## src/rtl/hyperbus_delay_calib_if.sv

```systemverilog
// hyperbus_delay_calib_if: control, status and trial handshake bundle for the delay calibrator.
// Debug observation signals exist only when HYPERBUS_DELAY_CALIB_DEBUG_EN is defined.
interface hyperbus_delay_calib_if;
  logic       start_i;
  logic       busy_o;
  logic       done_o;
  logic       error_o;
  logic [3:0] delay_o;
  logic       trial_req_o;
  logic       trial_ack_i;
  logic       trial_pass_i;
`ifdef HYPERBUS_DELAY_CALIB_DEBUG_EN
  logic [15:0] pass_map_o;
  logic [3:0]  win_start_o;
  logic [4:0]  win_len_o;
`endif
  modport master (
    input  start_i, trial_ack_i, trial_pass_i,
    output busy_o, done_o, error_o, delay_o, trial_req_o
`ifdef HYPERBUS_DELAY_CALIB_DEBUG_EN
    , output pass_map_o, win_start_o, win_len_o
`endif
  );
  modport slave (
    output start_i, trial_ack_i, trial_pass_i,
    input  busy_o, done_o, error_o, delay_o, trial_req_o
`ifdef HYPERBUS_DELAY_CALIB_DEBUG_EN
    , input pass_map_o, win_start_o, win_len_o
`endif
  );
endinterface

```

## src/rtl/hyperbus_delay_calib.sv

```systemverilog
// hyperbus_delay_calib: sweeps 16 delay taps, finds the longest passing window and parks on its centre.
// Define HYPERBUS_DELAY_CALIB_DEBUG_EN to expose the pass map and best window.
module hyperbus_delay_calib #(
  parameter int         SettleCycles = 8,
  parameter logic [3:0] DefaultDelay = 4'd8
) (
  input logic clk_i,
  input logic rst_i,
  hyperbus_delay_calib_if.master bus
);
  localparam int CW = SettleCycles > 1 ? $clog2(SettleCycles) : 1;
  typedef enum logic [2:0] {IDLE, SETTLE, TRIAL, EVAL, FINISH} state_t;
  state_t state, state_n;
  logic [CW-1:0] cnt;
  logic [3:0] tap, run_start, run_start_n, best_start, best_start_n, half, result, delay_q;
  logic [4:0] run_len, run_len_n, best_len, best_len_n;
  logic pass_q, grow, error_q;
`ifdef HYPERBUS_DELAY_CALIB_DEBUG_EN
  logic [15:0] pass_map;
`endif
  always_ff @(posedge clk_i)
    if (rst_i) state <= IDLE;
    else state <= state_n;
  always_comb begin
    state_n = state;
    case (state)
      IDLE:    state_n = bus.start_i ? SETTLE : IDLE;
      SETTLE:  state_n = cnt == CW'(SettleCycles - 1) ? TRIAL : SETTLE;
      TRIAL:   state_n = bus.trial_ack_i ? EVAL : TRIAL;
      EVAL:    state_n = tap == 4'd15 ? FINISH : SETTLE;
      FINISH:  state_n = IDLE;
      default: state_n = IDLE;
    endcase
  end
  // A run only wins when strictly longer, so the earliest of equal windows is kept.
  always_comb begin
    run_len_n    = pass_q ? run_len + 5'd1 : 5'd0;
    run_start_n  = (pass_q && run_len == 5'd0) ? tap : run_start;
    grow         = pass_q && run_len_n > best_len;
    best_len_n   = grow ? run_len_n : best_len;
    best_start_n = grow ? run_start_n : best_start;
    half         = 4'((best_len_n - 5'd1) >> 1);
    result       = best_start_n + half;
  end
  always_ff @(posedge clk_i) begin
    if (rst_i) begin
      cnt        <= '0;
      tap        <= '0;
      run_len    <= '0;
      run_start  <= '0;
      best_len   <= '0;
      best_start <= '0;
      pass_q     <= 1'b0;
      delay_q    <= DefaultDelay;
      error_q    <= 1'b0;
`ifdef HYPERBUS_DELAY_CALIB_DEBUG_EN
      pass_map   <= '0;
`endif
    end else begin
      cnt <= state == SETTLE ? cnt + 1'b1 : '0;
      if (state == IDLE && bus.start_i) begin
        tap        <= '0;
        run_len    <= '0;
        run_start  <= '0;
        best_len   <= '0;
        best_start <= '0;
        error_q    <= 1'b0;
`ifdef HYPERBUS_DELAY_CALIB_DEBUG_EN
        pass_map   <= '0;
`endif
      end
      if (state == TRIAL && bus.trial_ack_i) begin
        pass_q <= bus.trial_pass_i;
`ifdef HYPERBUS_DELAY_CALIB_DEBUG_EN
        pass_map[tap] <= bus.trial_pass_i;
`endif
      end
      if (state == EVAL) begin
        run_len    <= run_len_n;
        run_start  <= run_start_n;
        best_len   <= best_len_n;
        best_start <= best_start_n;
        if (tap != 4'd15) tap <= tap + 4'd1;
        else begin
          delay_q <= best_len_n == 5'd0 ? DefaultDelay : result;
          error_q <= best_len_n == 5'd0;
        end
      end
    end
  end
  assign bus.busy_o      = state != IDLE;
  assign bus.done_o      = state == FINISH;
  assign bus.trial_req_o = state == TRIAL;
  assign bus.error_o     = error_q;
  assign bus.delay_o     = (state == SETTLE || state == TRIAL || state == EVAL) ? tap : delay_q;
`ifdef HYPERBUS_DELAY_CALIB_DEBUG_EN
  assign bus.pass_map_o  = pass_map;
  assign bus.win_start_o = best_start;
  assign bus.win_len_o   = best_len;
`endif
endmodule

```

## src/flat_wrapper.sv

```systemverilog
// flat-port wrapper written by rule: the top's interface ports become plain ports
module hyperbus_delay_calib_flat 
#(
  parameter int         SettleCycles = 8,
  parameter logic [3:0] DefaultDelay = 4'd8
)
  (clk_i, rst_i, bus_start_i, bus_trial_ack_i, bus_trial_pass_i, bus_busy_o, bus_done_o, bus_error_o, bus_delay_o, bus_trial_req_o);
  hyperbus_delay_calib_if bus_i ();
  input logic clk_i;
  input logic rst_i;
  input wire logic [$bits(bus_i.start_i)-1:0] bus_start_i;
  input wire logic [$bits(bus_i.trial_ack_i)-1:0] bus_trial_ack_i;
  input wire logic [$bits(bus_i.trial_pass_i)-1:0] bus_trial_pass_i;
  output wire logic [$bits(bus_i.busy_o)-1:0] bus_busy_o;
  output wire logic [$bits(bus_i.done_o)-1:0] bus_done_o;
  output wire logic [$bits(bus_i.error_o)-1:0] bus_error_o;
  output wire logic [$bits(bus_i.delay_o)-1:0] bus_delay_o;
  output wire logic [$bits(bus_i.trial_req_o)-1:0] bus_trial_req_o;
  assign bus_i.start_i = bus_start_i;
  assign bus_i.trial_ack_i = bus_trial_ack_i;
  assign bus_i.trial_pass_i = bus_trial_pass_i;
  assign bus_busy_o = bus_i.busy_o;
  assign bus_done_o = bus_i.done_o;
  assign bus_error_o = bus_i.error_o;
  assign bus_delay_o = bus_i.delay_o;
  assign bus_trial_req_o = bus_i.trial_req_o;
  hyperbus_delay_calib #(.SettleCycles(SettleCycles), .DefaultDelay(DefaultDelay)) u_core (.clk_i(clk_i), .rst_i(rst_i), .bus(bus_i));
endmodule
```

## config.mk

```make
export PLATFORM = sky130hd
export DESIGN_NAME = hyperbus_delay_calib_flat
export DESIGN_NICKNAME = d
export VERILOG_FILES = /design/src/rtl/hyperbus_delay_calib_if.sv /design/src/rtl/hyperbus_delay_calib.sv /design/src/flat_wrapper.sv
export SDC_FILE = /design/constraint.sdc
export NUM_CORES = 1
export LEC_CHECK = 0
export CORE_MARGIN = 4
export CORE_UTILIZATION = 50
export CTS_CLUSTER_DIAMETER = 40
export CTS_CLUSTER_SIZE = 24
export DETAILED_ROUTE_END_ITERATION = 12
export PLACE_DENSITY = 0.7
export SLEW_MARGIN = 20
export SYNTH_ARGS = -nofsm -noshare
export SYNTH_HDL_FRONTEND = slang
export SYNTH_SLANG_ARGS = --single-unit
```

## constraint.sdc

```tcl
create_clock -name clk_i -period 3.59 [get_ports clk_i]
set_clock_uncertainty 0.1 [all_clocks]
set_input_delay 0.718 -clock clk_i [delete_from_list [all_inputs] [get_ports clk_i]]
set_output_delay 0.718 -clock clk_i [all_outputs]
set_load 0.005 [all_outputs]
```

== Yosys cells after proc, flatten, opt, wreduce, memory -nomap -nowiden ==
Index checks and enable logic that the tools add are counted.
Word-level totals
  bits in registers: 34
  output and inout port bits: 8
  word-level logic and storage cells: 61
  input port bits: 5
Operators by class
  reduce and logical (&&, ||, !) cells: 13
  mux-type cells: 23
  bitwise operators: 2
  $lt $le $gt $ge: 1
  eq/ne operators: 7
  $add $sub $neg: 5
Operators by type and width (count)
  two-way mux 4 bit: 10
  two-way mux 5 bit: 5
  one-hot mux 3 bit (4 select lines): 1
  zero test 5 bit: 2
  == test 3 x 2 -> 1 bit (second input constant): 2
  == test 3 bit (second input constant): 2
  adder 5 x 1 -> 5 bit (second input constant): 1
  greater-than comparator 5 bit: 1
  two-way mux 1 bit: 5
  subtractor 5 x 1 -> 5 bit (second input constant): 1
  adder 4 x 1 -> 4 bit (second input constant): 1
  adder 4 bit: 1
  == test 4 bit (second input constant): 1
  logical AND 1 bit: 4
  inequality test 4 bit (second input constant): 1
  adder 3 x 1 -> 3 bit (second input constant): 1
  == test 3 x 1 -> 1 bit (second input constant): 1
  zero test 3 bit: 1
  two-way mux 3 bit: 1
  nonzero test 3 bit: 1
  logical OR 1 bit: 2
  two-way mux 2 bit: 1
  inverter 1 bit: 2
  AND reduction 2 bit: 1
  other kinds (2): 2

== Longest topological paths before layout ==
  depth after elaboration: 8
  gate-level depth with buffers: 19
  mapped depth without buffers: 19

== Least setup slack after synthesis ==
Ideal clock, no wire load.
  kind: register to register
  from: register u_core.run_len[0]
  to: register u_core.delay_q[3]
  arrival time: 3.661 ns
  cell stages (with the launch flop): 18
  slack: -0.234 ns
  clock period less this slack: 3.824 ns
  data required time: 3.427 ns
  cell sequence: dfxtp_1 > ha_1 > nand3_1 > xnor2_1 > and2_1 > ha_1 > nand4_1 > o221ai_2 > o211ai_4 > mux2i_1 > ha_1 > xnor2_1 > ha_1 > a21o_1 > a21oi_1 > xor2_1 > mux2_4 > nor2_2
On the way
  longest elaborated chain between the ends: 8
RTL lines
  start, declared: RTL line hyperbus_delay_calib.sv:16  | logic [4:0] run_len, run_len_n, best_len, best_len_n;
  start signal, assigned: RTL line hyperbus_delay_calib.sv:79  | run_len <= run_len_n;
  adder 5 x 1 -> 5 bit: RTL line hyperbus_delay_calib.sv:37  | run_len_n = pass_q ? run_len + 5'd1 : 5'd0;
  two-way mux 5 bit: RTL line hyperbus_delay_calib.sv:37
  greater-than comparator 5 bit: RTL line hyperbus_delay_calib.sv:39  | grow = pass_q && run_len_n > best_len;
  logical AND 1 bit: RTL line hyperbus_delay_calib.sv:39
  two-way mux 5 bit: RTL line hyperbus_delay_calib.sv:40  | best_len_n = grow ? run_len_n : best_len;
  subtractor 5 x 1 -> 5 bit: RTL line hyperbus_delay_calib.sv:42  | half = 4'((best_len_n - 5'd1) >> 1);
  adder 4 bit: RTL line hyperbus_delay_calib.sv:43  | result = best_start_n + half;
  two-way mux 4 bit (*): RTL line hyperbus_delay_calib.sv:85  | delay_q <= best_len_n == 5'd0 ? DefaultDelay : result;
  end signal, assigned: RTL line hyperbus_delay_calib.sv:54  | delay_q <= DefaultDelay;
  end signal, assigned: RTL line hyperbus_delay_calib.sv:85
  end, declared: RTL line hyperbus_delay_calib.sv:15  | logic [3:0] tap, run_start, run_start_n, best_start, best_start_n, half, result, delay_q;
Every way passes the cells marked *; elsewhere a longest branch is shown, timed or not.
A chain may end at the register's enable or synchronous reset.

== Worst setup path after layout ==
  from: register u_core.run_len[1]
  to: register u_core.delay_q[3]
The elaborated chain is that of the path after synthesis.

==> flow_metrics.env <==
export IMPL_numCtsBuffers=5
export IMPL_yosys_register_bits=34
export IMPL_worst_slew_margin_rel=0.613
export IMPL_p_sw_frac=0.198
export IMPL_startpoint="u_core.run_len[1]"
export IMPL_hold_buffers=0
export IMPL_dpl_hpwl_um=3300
export IMPL_rsz0062_at_grt="yes"
export IMPL_dpl_instance_area_um2=2390
export IMPL_clk_pin_slew_ns=0.07
export IMPL_cts_max_level=2
export IMPL_path_cells="ha_4, nand3_4, xnor2_2, and2_4, ha_4, nand4_1, o221ai_2, o211ai_4, mux2i_4, ha_4, xnor2_2, ha_1, a21o_1, a21oi_2, xor2_1, mux2_4, nor2_2"
export IMPL_seq_area_frac_synth=0.340
export IMPL_antenna_cells=0
export IMPL_grt_pass1_vias=1689
export IMPL_multi_input_area_um2=1350
export IMPL_initial_core_util=0.531
export IMPL_start_kind="register"
export IMPL_nets=291
export IMPL_setup_viol=1
export IMPL_synth_async_reset_ratio=0
export IMPL_ios=13
export IMPL_worst_ep_arrival_time_ns=3.81
export IMPL_hold_path_class="reg -> reg"
export IMPL_ant_nets=0
export IMPL_core_area_um2=3770
export IMPL_initialDrtViolationCount=112
export IMPL_drc=0
export IMPL_cp_common_cell="ha_4"
export IMPL_max_cap_violations=0
export IMPL_crit_type="reg -> reg"
export IMPL_syn_area_um2=2000
export IMPL_grt_max_degree=30
export IMPL_ys_flop_type="dfxtp_1"
export IMPL_timing_rr_start="u_core.run_len[1]"
export IMPL_via_per_inst=5.53
export IMPL_leakage_nw=1.03
export IMPL_layout_commonest_cell="dfxtp_1"
export IMPL_num_rows=22
export IMPL_area_growth_pct=30.5
export IMPL_dp_slack_ns=-0.118
export IMPL_wl_per_cell_um=14.6
export IMPL_clock_tree_buffer_depth=2
export IMPL_regArea_um2=688
export IMPL_end_kind="register"
export IMPL_holdWs_ns=0.326
export IMPL_slowest_delay_ns=0.37
export IMPL_fin_crit_sh=1.02
export IMPL_timing_rr_end="u_core.delay_q[3]"
export IMPL_routabilityCongestion=0.806
export IMPL_comb_power_share=0.042
export IMPL_syn_nets=259
export IMPL_fin_util=0.693
export IMPL_p_per_area_nw_per_um2=328
export IMPL_path_max_fanout=6
export IMPL_die_h_um=71.3
export IMPL_fin_ws_ns=-0.0868
export IMPL_most_common_layout_cells="dfxtp_1, nor2_1, buf_4"
export IMPL_critPathTopFamily="adder cells"
export IMPL_p_clk_frac=0.516
export IMPL_violations="setup timing"
export IMPL_hold_viol=0
export IMPL_avgSynthCellArea_um2=8.38
export IMPL_holdCritStartpoint="u_core.cnt[0]"
export IMPL_wl_um=4670
export IMPL_fin_area_um2=2620
export IMPL_cts_tree="yes"
export IMPL_dieArea_um2=5080
export IMPL_rrSetupSlack_ns=-0.09
export IMPL_clkSinkCount=34
export IMPL_maxSlewViolCount=0
export IMPL_whs_path_depth=1
export IMPL_die_w_um=71.3
export IMPL_antenna_found_initial=0
export IMPL_max_freq_mhz=272
export IMPL_syn_inst=239
export IMPL_period_needed_ns=3.68
export IMPL_grt_use_total=0.193
export IMPL_io_buffers=12
export IMPL_grt_pass1_wl_um=7910
export IMPL_grt_overflow=0
export IMPL_status="complete, but fails checks"
export IMPL_tightestPinTransition_ns=0.576
export IMPL_p_int_mw=0.688
export IMPL_required_ns=3.72
export IMPL_synth_edff_count=0
export IMPL_hold_path_endpoint="u_core.cnt[0]"
export IMPL_clk_latency_ns=0.29
export IMPL_root_buffer="clkbuf_8"
export IMPL_vias=1768
export IMPL_drive_gt1_frac=0.246
export IMPL_yosysUniqueCellTypes=42
export IMPL_path_buf_inv=0
export IMPL_crit_slowest_cell="dfxtp_4"
export IMPL_drtPass1Iterations=5
export IMPL_switchingPower_mw=0.170
export IMPL_nFillCells=288
export IMPL_peakVddDrop_uv=228
export IMPL_reg2reg_depth=17
export IMPL_p_seq_frac=0.442
export IMPL_yosys_warnings=0
## state kept, by name (all words and copies together) (netlist names)
name,count
u_core.state,3
u_core.tap,4
u_core.best_len,5
u_core.best_start,4
u_core.pass_q,1
u_core.delay_q,4
u_core.run_len,5
u_core.cnt,3
u_core.run_start,4
u_core.bus.error_o,1
## cell families after synthesis
group | after synthesis | synth area share
flops | 34 | 0.340
mux | 16 | 0.0899
xor+xnor | 7 | 0.0306
buf+inv | 26 | 0.0506
fa+ha+maj | 15 | 0.0974
simple gates | 89 | 0.220
compound gates | 52 | 0.171
## worst max path at each step
stage / to / slack, ns / depth (start not counted)
2_1_floorplan: u_core.delay_q[3] / 0.007 / 16
3_3_place_gp: u_core.delay_q[3] / -0.03 / 16
3_5_place_dp: u_core.delay_q[3] / -0.12 / 17
4_1_cts: u_core.delay_q[3] / -0.12 / 17
5_1_grt: u_core.delay_q[3] / -0.30 / 16
6_report: u_core.delay_q[3] / -0.09 / 17
## per-stage QoR
step,std cells,power [mW],setup TNS [ns]
3_5_place_dp,310,0.425,-0.118
2_1_floorplan,239,0.409,0
6_report,320,0.858,-0.0868
5_1_grt,320,0.882,-0.617
4_1_cts,318,0.862,-0.122
3_3_place_gp,310,0.425,-0.0348
## synthesized netlist by cell type (2+ instances only)
cell type	count	share of area
and2_1	4	0.012
nor3b_1	2	0.0075
nor4_1	2	0.0062
a31oi_1	2	0.0062
o21ai_0	7	0.017
ha_1	14	0.087
dfxtp_1	34	0.34
mux2i_1	8	0.040
inv_1	15	0.028
mux2_2	5	0.028
nand2_1	21	0.039
nor2_1	26	0.049
mux2_4	2	0.015
a32oi_1	3	0.013
a21oi_1	22	0.055
xnor2_1	2	0.0087
nand4_1	3	0.0094
nor3_1	2	0.0050
nor2b_1	6	0.019
xor2_1	5	0.022
a22oi_1	8	0.030
clkbuf_1	10	0.019
nand3_1	15	0.037
a21o_1	2	0.0075
o21bai_1	2	0.0075
## area by class of cell
type,instances,area share
clock inverter,2,0.0230
clock buffer,6,0.0316
multi-input combinational,179,0.518
timing repair buffer,36,0.119
sequential,34,0.263
tap,48,0.0230
inverter,15,0.0225
## routing by layer
metal | up-vias | global-route usage | wire length [um]
li1 | 901 | - | -
met2 | 38 | 0.291 | 2160
met3 | 4 | 0.0491 | 209
met5 | - | 0 | 0
met1 | 825 | 0.278 | 2270
met4 | 0 | 0.0459 | 32
## worst register-to-register path, stage by stage, from the launching register on
cell      delay, ns
dfxtp_4        0.37
ha_4           0.15
nand3_4        0.08
xnor2_2        0.15
and2_4         0.15
ha_4           0.26
nand4_1        0.16
o221ai_2       0.23
o211ai_4       0.17
mux2i_4        0.24
ha_4           0.19
xnor2_2        0.14
ha_1           0.29
a21o_1         0.17
a21oi_2        0.14
xor2_1         0.23
mux2_4         0.33
nor2_2         0.09
## power groups by stage
| stage | registers, mW | logic (mW) | clock network, mW |
|---|---|---|---|
| global placement | 0.389 | 0.0353 | 0 |
| finish | 0.379 | 0.0358 | 0.443 |
| detailed placement | 0.389 | 0.0355 | 0 |
| CTS | 0.381 | 0.0357 | 0.446 |
| global route | 0.379 | 0.0393 | 0.463 |
| floorplan | 0.389 | 0.0200 | 0 |
## what timing repair did
action,4_1_cts,5_1_grt
endpoints found under the setup margin,1,3
setup buffers,0,3
gates resized for setup,1,17
pin swaps,3,14
gates cloned,0,0
(Power assumes the default switching activity.)
